==> config.mk <==
export PLATFORM = sky130hd
export DESIGN_NAME = regfile_param_flat
export DESIGN_NICKNAME = d
export VERILOG_FILES = /design/src/rtl/regfile_param_if.sv /design/src/rtl/regfile_param.sv /design/src/flat_wrapper.sv
export SDC_FILE = /design/constraint.sdc
export NUM_CORES = 1
export LEC_CHECK = 0
export ABC_AREA = 0
export CAP_MARGIN = 20
export CORE_MARGIN = 2
export CORE_UTILIZATION = 40
export CTS_BUF_LIST = sky130_fd_sc_hd__clkbuf_16
export DETAILED_ROUTE_END_ITERATION = 12
export PLACE_DENSITY = 0.57
export SLEW_MARGIN = 15
export SYNTH_ARGS = -nofsm -noshare
export SYNTH_HDL_FRONTEND = slang
export SYNTH_SLANG_ARGS = --single-unit
==> constraint.sdc <==
create_clock -name clk -period 6 [get_ports clk]
set_clock_uncertainty 0.2 [all_clocks]
set_input_delay 0.9 -clock clk [delete_from_list [all_inputs] [get_ports clk]]
set_output_delay 0.9 -clock clk [all_outputs]
set_load 0.05 [all_outputs]
==> src/rtl/regfile_param_if.sv <==
// regfile_param_if
//   Bus between the pipeline and the register file.
//   Parameters: DATA_W (register width), ADDR_W (address width).
//   master : decode/writeback side. It drives the read addresses regA and regB,
//            the write address regD, data_to_w and RegWriteEn. It receives
//            regA_data, regB_data and ready.
//   slave  : register-file side, with the opposite directions.
interface regfile_param_if #(
  parameter int DATA_W = 32,
  parameter int ADDR_W = 5
);
  logic [ADDR_W-1:0] regA;
  logic [ADDR_W-1:0] regB;
  logic [ADDR_W-1:0] regD;
  logic [DATA_W-1:0] data_to_w;
  logic              RegWriteEn;
  logic [DATA_W-1:0] regA_data;
  logic [DATA_W-1:0] regB_data;
  logic              ready;

  modport master (
    output regA, regB, regD, data_to_w, RegWriteEn,
    input  regA_data, regB_data, ready
  );

  modport slave (
    input  regA, regB, regD, data_to_w, RegWriteEn,
    output regA_data, regB_data, ready
  );
endinterface

==> src/rtl/regfile_param.sv <==
// regfile_param
//   General-purpose register file. It has two combinational read ports and one
//   synchronous write port. Register 0 always reads as zero.
//   After every reset a sequencer loads entry i with i*INIT_STEP. It loads one
//   entry per clock edge, then raises ready.
//   Ports:
//     clk  : sole clock, rising edge.
//     rst  : synchronous, active-high reset.
//     bus  : regfile_param_if.slave, which carries:
//              regA, regB        read addresses
//              regD              write address
//              data_to_w         write data
//              RegWriteEn        write enable
//              regA_data,
//              regB_data         read data
//              ready             initialisation done
//   Build option:
//     REGFILE_BYPASS_EN : when defined, a write in RUN is forwarded in the same
//                         cycle to a read port that addresses regD.
//
//   state   | meaning
//   --------+-----------------------------------------------------------
//   ST_INIT | loading the init pattern; writes ignored, reads return 0
//   ST_RUN  | normal operation; ready = 1
module regfile_param #(
  parameter int DATA_W    = 32,
  parameter int ADDR_W    = 5,
  parameter int INIT_STEP = 10
) (
  input  logic            clk,
  input  logic            rst,
  regfile_param_if.slave  bus
);

  localparam int                DEPTH    = 1 << ADDR_W;
  localparam logic [ADDR_W-1:0] LAST_IDX = ADDR_W'(DEPTH - 1);
  localparam logic [DATA_W-1:0] STEP     = DATA_W'(INIT_STEP);

  typedef enum logic {
    ST_INIT = 1'b0,
    ST_RUN  = 1'b1
  } state_e;

  state_e            state_q, state_d;
  logic [ADDR_W-1:0] cnt_q, cnt_d;
  logic              ready_q, ready_d;

  logic [DATA_W-1:0] mem_q [DEPTH];

  logic              mem_we;
  logic [ADDR_W-1:0] mem_waddr;
  logic [DATA_W-1:0] mem_wdata;

  logic [DATA_W-1:0] rd_a;
  logic [DATA_W-1:0] rd_b;

  // Next state and the single write port. The sequencer and the pipeline share
  // the write port. They never write in the same state, so no arbitration is
  // needed.
  always_comb begin
    state_d   = state_q;
    cnt_d     = cnt_q;
    ready_d   = ready_q;
    mem_we    = 1'b0;
    mem_waddr = cnt_q;
    // The product is truncated to DATA_W, which gives the required modulo.
    mem_wdata = DATA_W'(cnt_q) * STEP;

    case (state_q)
      ST_INIT: begin
        mem_we = 1'b1;
        // cnt holds at the last index instead of wrapping.
        if (cnt_q == LAST_IDX) begin
          state_d = ST_RUN;
          ready_d = 1'b1;
        end else begin
          cnt_d = cnt_q + 1'b1;
        end
      end
      ST_RUN: begin
        if (bus.RegWriteEn && (bus.regD != '0)) begin
          mem_we    = 1'b1;
          mem_waddr = bus.regD;
          mem_wdata = bus.data_to_w;
        end
      end
      default: begin
        state_d = ST_INIT;
      end
    endcase
  end

  always_ff @(posedge clk) begin
    if (rst) begin
      state_q <= ST_INIT;
      cnt_q   <= '0;
      ready_q <= 1'b0;
    end else begin
      state_q <= state_d;
      cnt_q   <= cnt_d;
      ready_q <= ready_d;
    end
  end

  // The array has no reset. A reset edge discards any write presented on it.
  always_ff @(posedge clk) begin
    if (!rst && mem_we) begin
      mem_q[mem_waddr] <= mem_wdata;
    end
  end

  // Read ports. Address 0 is masked here rather than relying on the array
  // contents. That way entry 0 never has to be protected on the write side
  // during init.
  always_comb begin
    rd_a = '0;
    rd_b = '0;
    if (state_q == ST_RUN) begin
      if (bus.regA != '0) begin
        rd_a = mem_q[bus.regA];
      end
      if (bus.regB != '0) begin
        rd_b = mem_q[bus.regB];
      end
`ifdef REGFILE_BYPASS_EN
      if (bus.RegWriteEn && (bus.regD != '0)) begin
        if (bus.regA == bus.regD) begin
          rd_a = bus.data_to_w;
        end
        if (bus.regB == bus.regD) begin
          rd_b = bus.data_to_w;
        end
      end
`endif
    end
  end

  assign bus.regA_data = rd_a;
  assign bus.regB_data = rd_b;
  assign bus.ready     = ready_q;

endmodule

==> src/flat_wrapper.sv <==
// flat-port wrapper written by rule: the top's interface ports become plain ports
module regfile_param_flat 
#(
  parameter int DATA_W    = 32,
  parameter int ADDR_W    = 5,
  parameter int INIT_STEP = 10
)
  (clk, rst, bus_regA, bus_regB, bus_regD, bus_data_to_w, bus_RegWriteEn, bus_regA_data, bus_regB_data, bus_ready);
  regfile_param_if #(.DATA_W(DATA_W), .ADDR_W(ADDR_W)) bus_i ();
  input  logic clk;
  input  logic rst;
  input wire logic [$bits(bus_i.regA)-1:0] bus_regA;
  input wire logic [$bits(bus_i.regB)-1:0] bus_regB;
  input wire logic [$bits(bus_i.regD)-1:0] bus_regD;
  input wire logic [$bits(bus_i.data_to_w)-1:0] bus_data_to_w;
  input wire logic [$bits(bus_i.RegWriteEn)-1:0] bus_RegWriteEn;
  output wire logic [$bits(bus_i.regA_data)-1:0] bus_regA_data;
  output wire logic [$bits(bus_i.regB_data)-1:0] bus_regB_data;
  output wire logic [$bits(bus_i.ready)-1:0] bus_ready;
  assign bus_i.regA = bus_regA;
  assign bus_i.regB = bus_regB;
  assign bus_i.regD = bus_regD;
  assign bus_i.data_to_w = bus_data_to_w;
  assign bus_i.RegWriteEn = bus_RegWriteEn;
  assign bus_regA_data = bus_i.regA_data;
  assign bus_regB_data = bus_i.regB_data;
  assign bus_ready = bus_i.ready;
  regfile_param #(.DATA_W(DATA_W), .ADDR_W(ADDR_W), .INIT_STEP(INIT_STEP)) u_core (.clk(clk), .rst(rst), .bus(bus_i));
endmodule
### Yosys cells after proc, flatten, opt, wreduce, memory -nomap -nowiden

Memories as Yosys holds them, arrays and structs flattened.
Index checks and enable logic that the tools add are counted.

* flip-flop bits (word level): 7
* memories kept: 1
* bits in writable memories: 1024
* output and inout bits: 65
* bits of input ports: 50

Memories
* u_core.mem_q: depth 32, bits a word 32, read ports 2, clocked after memory_dff 0, wr ports 1, line regfile_param.sv:48 `logic [DATA_W-1:0] mem_q [DEPTH];`

* multiply operators: 1
* muxes and demuxes: 14
* equal/unequal tests: 1
* bitwise logic cells: 2
* add/sub/neg operators: 1
* reduce and logical (&&, ||, !) cells: 8

Operator list (number)
* 2-to-1 mux 32 bit: 6
* nonzero test 5 bit: 3
* 2-to-1 mux 5 bit: 2
* multiplier 5 x 3 -> 8 bit, second input constant: 1
* adder 5 x 1 -> 5 bit, second input constant: 1
* equality test 5 bit, second input constant: 1
* 2-to-1 mux 1 bit: 5
* AND reduction 2 bit: 2
* logical AND 1 bit: 2
* inverter 1 bit: 2
* one-hot mux 1 bit (2 select lines): 1
* zero test 1 bit: 1

### Longest topological paths before layout

* word-level depth: 7
* depth in mapped cells: 8
* depth with buffers taken out: 7

### Worst setup path before layout

No wires, ideal clock.

* kind: input port to flip-flop
* from: in bus_regD[3]
* to: mem u_core.mem_q[31][0] (enable)
* arrival time: 4.389 ns
* slack: 0.943 ns
* data required time: 5.332 ns
* stages on the path: 5
* path buffers: 1
* library setup time: 0.468 ns
* cell sequence: buf_6 > or4_4 > o21ai_4 > a41oi_2 > nor3b_1

* word-level cells in the longest chain between the ends: 7
* elaborated cells between the ends (all ways): 9
* classes of those cells: 6 x mux; 3 x reduce/logical

Ends and longest elaborated chain
* from (decl): line flat_wrapper.sv:14 `input wire logic [$bits(bus_i.regD)-1:0] bus_regD;`
* nonzero test 5 bit: line regfile_param.sv:81 `if (bus.RegWriteEn && (bus.regD != '0)) begin`
* logical AND 1 bit: line regfile_param.sv:81
* 2-to-1 mux 1 bit: line regfile_param.sv:81
* one-hot mux 1 bit (2 select lines): line regfile_param.sv:69 `case (state_q)`
* logical AND 1 bit: line regfile_param.sv:107 `if (!rst && mem_we) begin`
* 2-to-1 mux 1 bit: line regfile_param.sv:107
* 2-to-1 mux 1 bit (not written as such): line regfile_param.sv:108 `mem_q[mem_waddr] <= mem_wdata;`
* to (decl): line regfile_param.sv:48

Several ways; a longest one is shown, not always the timed one.

### Final worst setup path

* from: in bus_regA[2]
* to: out bus_regA_data[27]

* word-level cells in the longest chain between the ends: 3
* elaborated cells between the ends (all ways): 4
* classes of those cells: 2 x mux; 1 x reduce/logical; 1 x memory

Ends and longest elaborated chain
* from (decl): line flat_wrapper.sv:12 `input wire logic [$bits(bus_i.regA)-1:0] bus_regA;`
* memory (32 x 32 bit) / nonzero test 5 bit (equally long branches)
* 2-to-1 mux 32 bit (*): line regfile_param.sv:119 `if (bus.regA != '0) begin`
* 2-to-1 mux 32 bit (*): line regfile_param.sv:118 `if (state_q == ST_RUN) begin`
* to (decl): line flat_wrapper.sv:17 `output wire logic [$bits(bus_i.regA_data)-1:0] bus_regA_data;`

Every way passes the cells marked *; elsewhere a longest branch is shown, timed or not.

==> flow_summary_export.csv <==
group,metric,value,unit
run_status,outcome,"finished clean",
floorplan,start_util,40.3,%
place,dpl.cell_count,4321,
clock_tree,clock_sinks,1031,
logic_synthesis,async_flop_share,0,%
logic_synthesis,syn_nets,2822,
clock_tree,cts_buffer_depth,3,
critical_path,r2r_end,"u_core.mem_q[4][28]",
clock_tree,ctsHtreeMaxLevel,3,
floorplan,chipWidth,349,um
sta,post-route-period-util,90.3,%
hold_path,worstHoldStart,"u_core.bus.ready",
critical_path,slowest_delay,1.20,ns
critical_path,required,4.90,ns
clock_tree,cts-hold-fix-buffers,0,
sta,setup_viol,0,
hold_path,hp-class,"reg -> reg",
drt,wl_per_cell,34.7,um
cells_and_area,nNetsFinal,2958,
sta,finalCriticalPeriod,5.42,ns
hold_path,hold_path_end,"u_core.bus.ready",
clock_tree,cts_buffers,108,
sta,worst_slew_pin_slew,1.13,ns
cells_and_area,finalNonFillerCells,4517,
cells_and_area,n_antenna_cell,0,
logic_synthesis,yosysWarnings,0,
critical_path,end_kind,"output pin",
place,dp_hpwl,88.9,mm
cells_and_area,final_layout_size_suffix_gt1_share,22.5,%
logic_synthesis,ys_seq_area_share,64.8,%
power_and_ir_drop,p_total,0.0153,W
global_routing,grt_usage,25.6,%
critical_path,worstRegToRegCells,6,
clock_tree,post_cts_buffers,0,
logic_synthesis,syn_inst,2763,
logic_synthesis,netlist_area,47600,um^2
critical_path,crit_chain,"clkdlybuf4s50_1 > or4_2 > buf_4 > a2bb2oi_1 > nand4_1 > clkdlybuf4s50_1",
flow_run,maxCapViolCount,0,
drt,vias,29300,
critical_path,r2r_start,"u_core.state_q",
floorplan,coreArea,118000,um^2
global_routing,grt_pass1_wl,221,mm
sta,setup_tns,0,ns
sta,drv_slew,0,
power_and_ir_drop,power.density,280,nW/um^2
clock_tree,cts-root-buf,"clkbuf_16",
drt,wirelength,157,mm
critical_path,crit_type,"in -> out",
global_routing,grt_pass1_vias,29500,
clock_tree,clock_latency,0.69,ns
drt,drt_iter0_drc,3558,
critical_path,cp_top_family,"buffers and inverters",
clock_tree,cts_resized,0,
clock_tree,path_clk_slew,0.06,ns
sta,setup_slack,0.580,ns
logic_synthesis,synth_edf_count,1024,
global_routing,grt_max_degree,87,
sta,slew_headroom,24.6,%
floorplan,die_y,349,um
global_routing,gr-total-overflow,0,
place,port_buffers,114,
drt,dr.pass1.iters,6,
floorplan,row_count,126,
critical_path,path_max_fanout,20,
critical_path,rrSetupSlack,2.25,ns
clock_tree,tritoncts,"built",
drt,drtAntennaViolNets,0,
power_and_ir_drop,leakagePower,17.4,nW
hold_path,hold_depth,2,
critical_path,cp_slowest_cell,"or4_2",
critical_path,worstSetupStartpointType,"primary input",
power_and_ir_drop,ir_worst_vdd,0.263,mV
logic_synthesis,synth_cell_types,55,
logic_synthesis,synth.avg_cell_area,17.2,um^2
cells_and_area,area_growth,15.2,%
global_routing,antenna_found_initial,3,
sta,rsz0062_at_grt,"false",
sta,hold_violations,0,
floorplan,fp.dieArea,122000,um^2
critical_path,cp_num_buf_inv,3,
place,place_ws,0.631,ns
logic_synthesis,ys_ff_latch,1031,
place,gp_congestion,0.830,
floorplan,ioPinCount,115,
sta,fmax,184,MHz
critical_path,critPathMostFrequentCell,"clkdlybuf4s50_1",
critical_path,arrival,4.32,ns
drt,drc_errors,0,
logic_synthesis,ys.flop_type,"edfxtp_1",
drt,vias_per_cell,6.49,
## how the worst max path moves through the flow
| stage | cells past startpoint | from | end |
|---|---|---|---|
| after floorplan | 5 | bus_regD[3] | u_core.mem_q[31][0] |
| after CTS | 6 | bus_regA[2] | bus_regA_data[27] |
| final | 6 | bus_regA[2] | bus_regA_data[27] |
| after global placement | 6 | bus_regA[2] | bus_regA_data[27] |
| after global routing | 6 | bus_regA[2] | bus_regA_data[27] |
| after detailed placement | 6 | bus_regA[2] | bus_regA_data[27] |
## Yosys cell counts, types with 3 or more instances
| cell | instances | share of area (%) |
|---|---|---|
| edfxtp_1 | 1024 | 65 |
| mux2i_1 | 386 | 8.1 |
| mux4_2 | 288 | 14 |
| a22oi_1 | 283 | 4.5 |
| clkbuf_1 | 110 | 0.87 |
| buf_2 | 101 | 1.1 |
| nand3_1 | 100 | 1.1 |
| nand2_1 | 88 | 0.69 |
| a21oi_1 | 74 | 0.78 |
| nand4_1 | 67 | 0.88 |
| nor2_1 | 44 | 0.35 |
| a2bb2oi_1 | 32 | 0.59 |
| mux2_2 | 32 | 0.76 |
| and2_1 | 27 | 0.35 |
| ha_1 | 8 | 0.21 |
| inv_1 | 8 | 0.063 |
| nor2b_1 | 8 | 0.11 |
| buf_1 | 7 | 0.055 |
| dfxtp_1 | 7 | 0.29 |
| nor3_1 | 7 | 0.074 |
| o21ai_0 | 6 | 0.063 |
| a31oi_1 | 5 | 0.066 |
| nor3b_1 | 5 | 0.079 |
| and3b_1 | 3 | 0.055 |
| nand3b_1 | 3 | 0.047 |
| o32ai_1 | 3 | 0.055 |
| xor2_1 | 3 | 0.055 |
## cell families after synthesis
family	synth area share, %
xor gates and xnor gates	0.0919
DFF	64.8
muxes	22.5
adders and majority gates	0.252
and+or+nand+nor	3.97
buffers and inverters	2.12
AOI/OAI and AO/OA	6.24
## flip-flops by register name, indices dropped and copies added (netlist names)
register / flops
u_core.state_q: 1
u_core.cnt_q: 5
u_core.bus.ready: 1
u_core.mem_q: 1024
## layer usage
layer	share of wire, %	global-route usage, %	vias up
met2	49	42.2	1586
met3	8.8	4.84	287
met1	40	34.3	15600
li1	-	-	11900
met4	3.1	8.14	0
met5	0	0	-
## worst reg2reg max path, delay by kind of cell (launching register included)
family	cells	cell delay (ns)
flip-flops	1	0.32
AO/OA/AOI/OAI	1	0.47
buffers and inverters	2	0.72
AND/OR/NAND/NOR	3	1.67
## stage by stage
stage | util, % | hold WS, ns | instance area, um^2
2_1_floorplan | - | 0.325 | 47600
5_1_grt | 46.5 | 0.318 | 54900
3_3_place_gp | 43.5 | 0.272 | 51400
4_1_cts | 46.4 | 0.304 | 54800
6_report | 46.5 | 0.293 | 54900
3_5_place_dp | 43.5 | 0.289 | 51400
## report_power, final
part	internal, W	switching [W]	leakage, nW
registers	0.00790	0.0000227	8.80
logic	0.000364	0.000516	6.90
clock network	0.00372	0.00282	1.71
## final cells by class
cell class / instances / area (um^2)
Multi-Input combinational cell: 1502 / 16100
Fill cell: 9928 / 63200
Inverter: 8 / 30.0
Clock inverter: 84 / 691
Tap cell: 1536 / 1920
Sequential cell: 1031 / 30900
Timing Repair Buffer: 248 / 2550
Clock buffer: 108 / 2700
## cell usage in the layout (no fill, tap or decap), types with 3 or more instances in the layout
cell type	instances
a21oi_1	71
a22oi_1	283
a2bb2oi_1	32
a31oi_1	5
and2_1	22
and2_2	5
and3b_2	3
buf_12	30
buf_4	107
buf_8	7
bufinv_16	11
clkbuf_16	108
clkdlybuf4s50_1	102
clkinv_1	34
clkinv_2	11
clkinv_8	3
clkinvlp_4	4
dfxtp_1	7
edfxtp_1	1024
ha_1	8
inv_1	25
mux2_2	32
mux2i_1	386
mux4_2	288
nand2_1	88
nand3_1	100
nand3b_1	3
nand4_1	67
nor2_1	17
nor2_4	28
nor2b_1	3
nor2b_4	5
nor3_1	3
nor3_2	4
nor3b_2	3
o21ai_0	4
o32ai_1	3
xor2_1	3
Note: power is estimated with default switching activity, not from simulation.
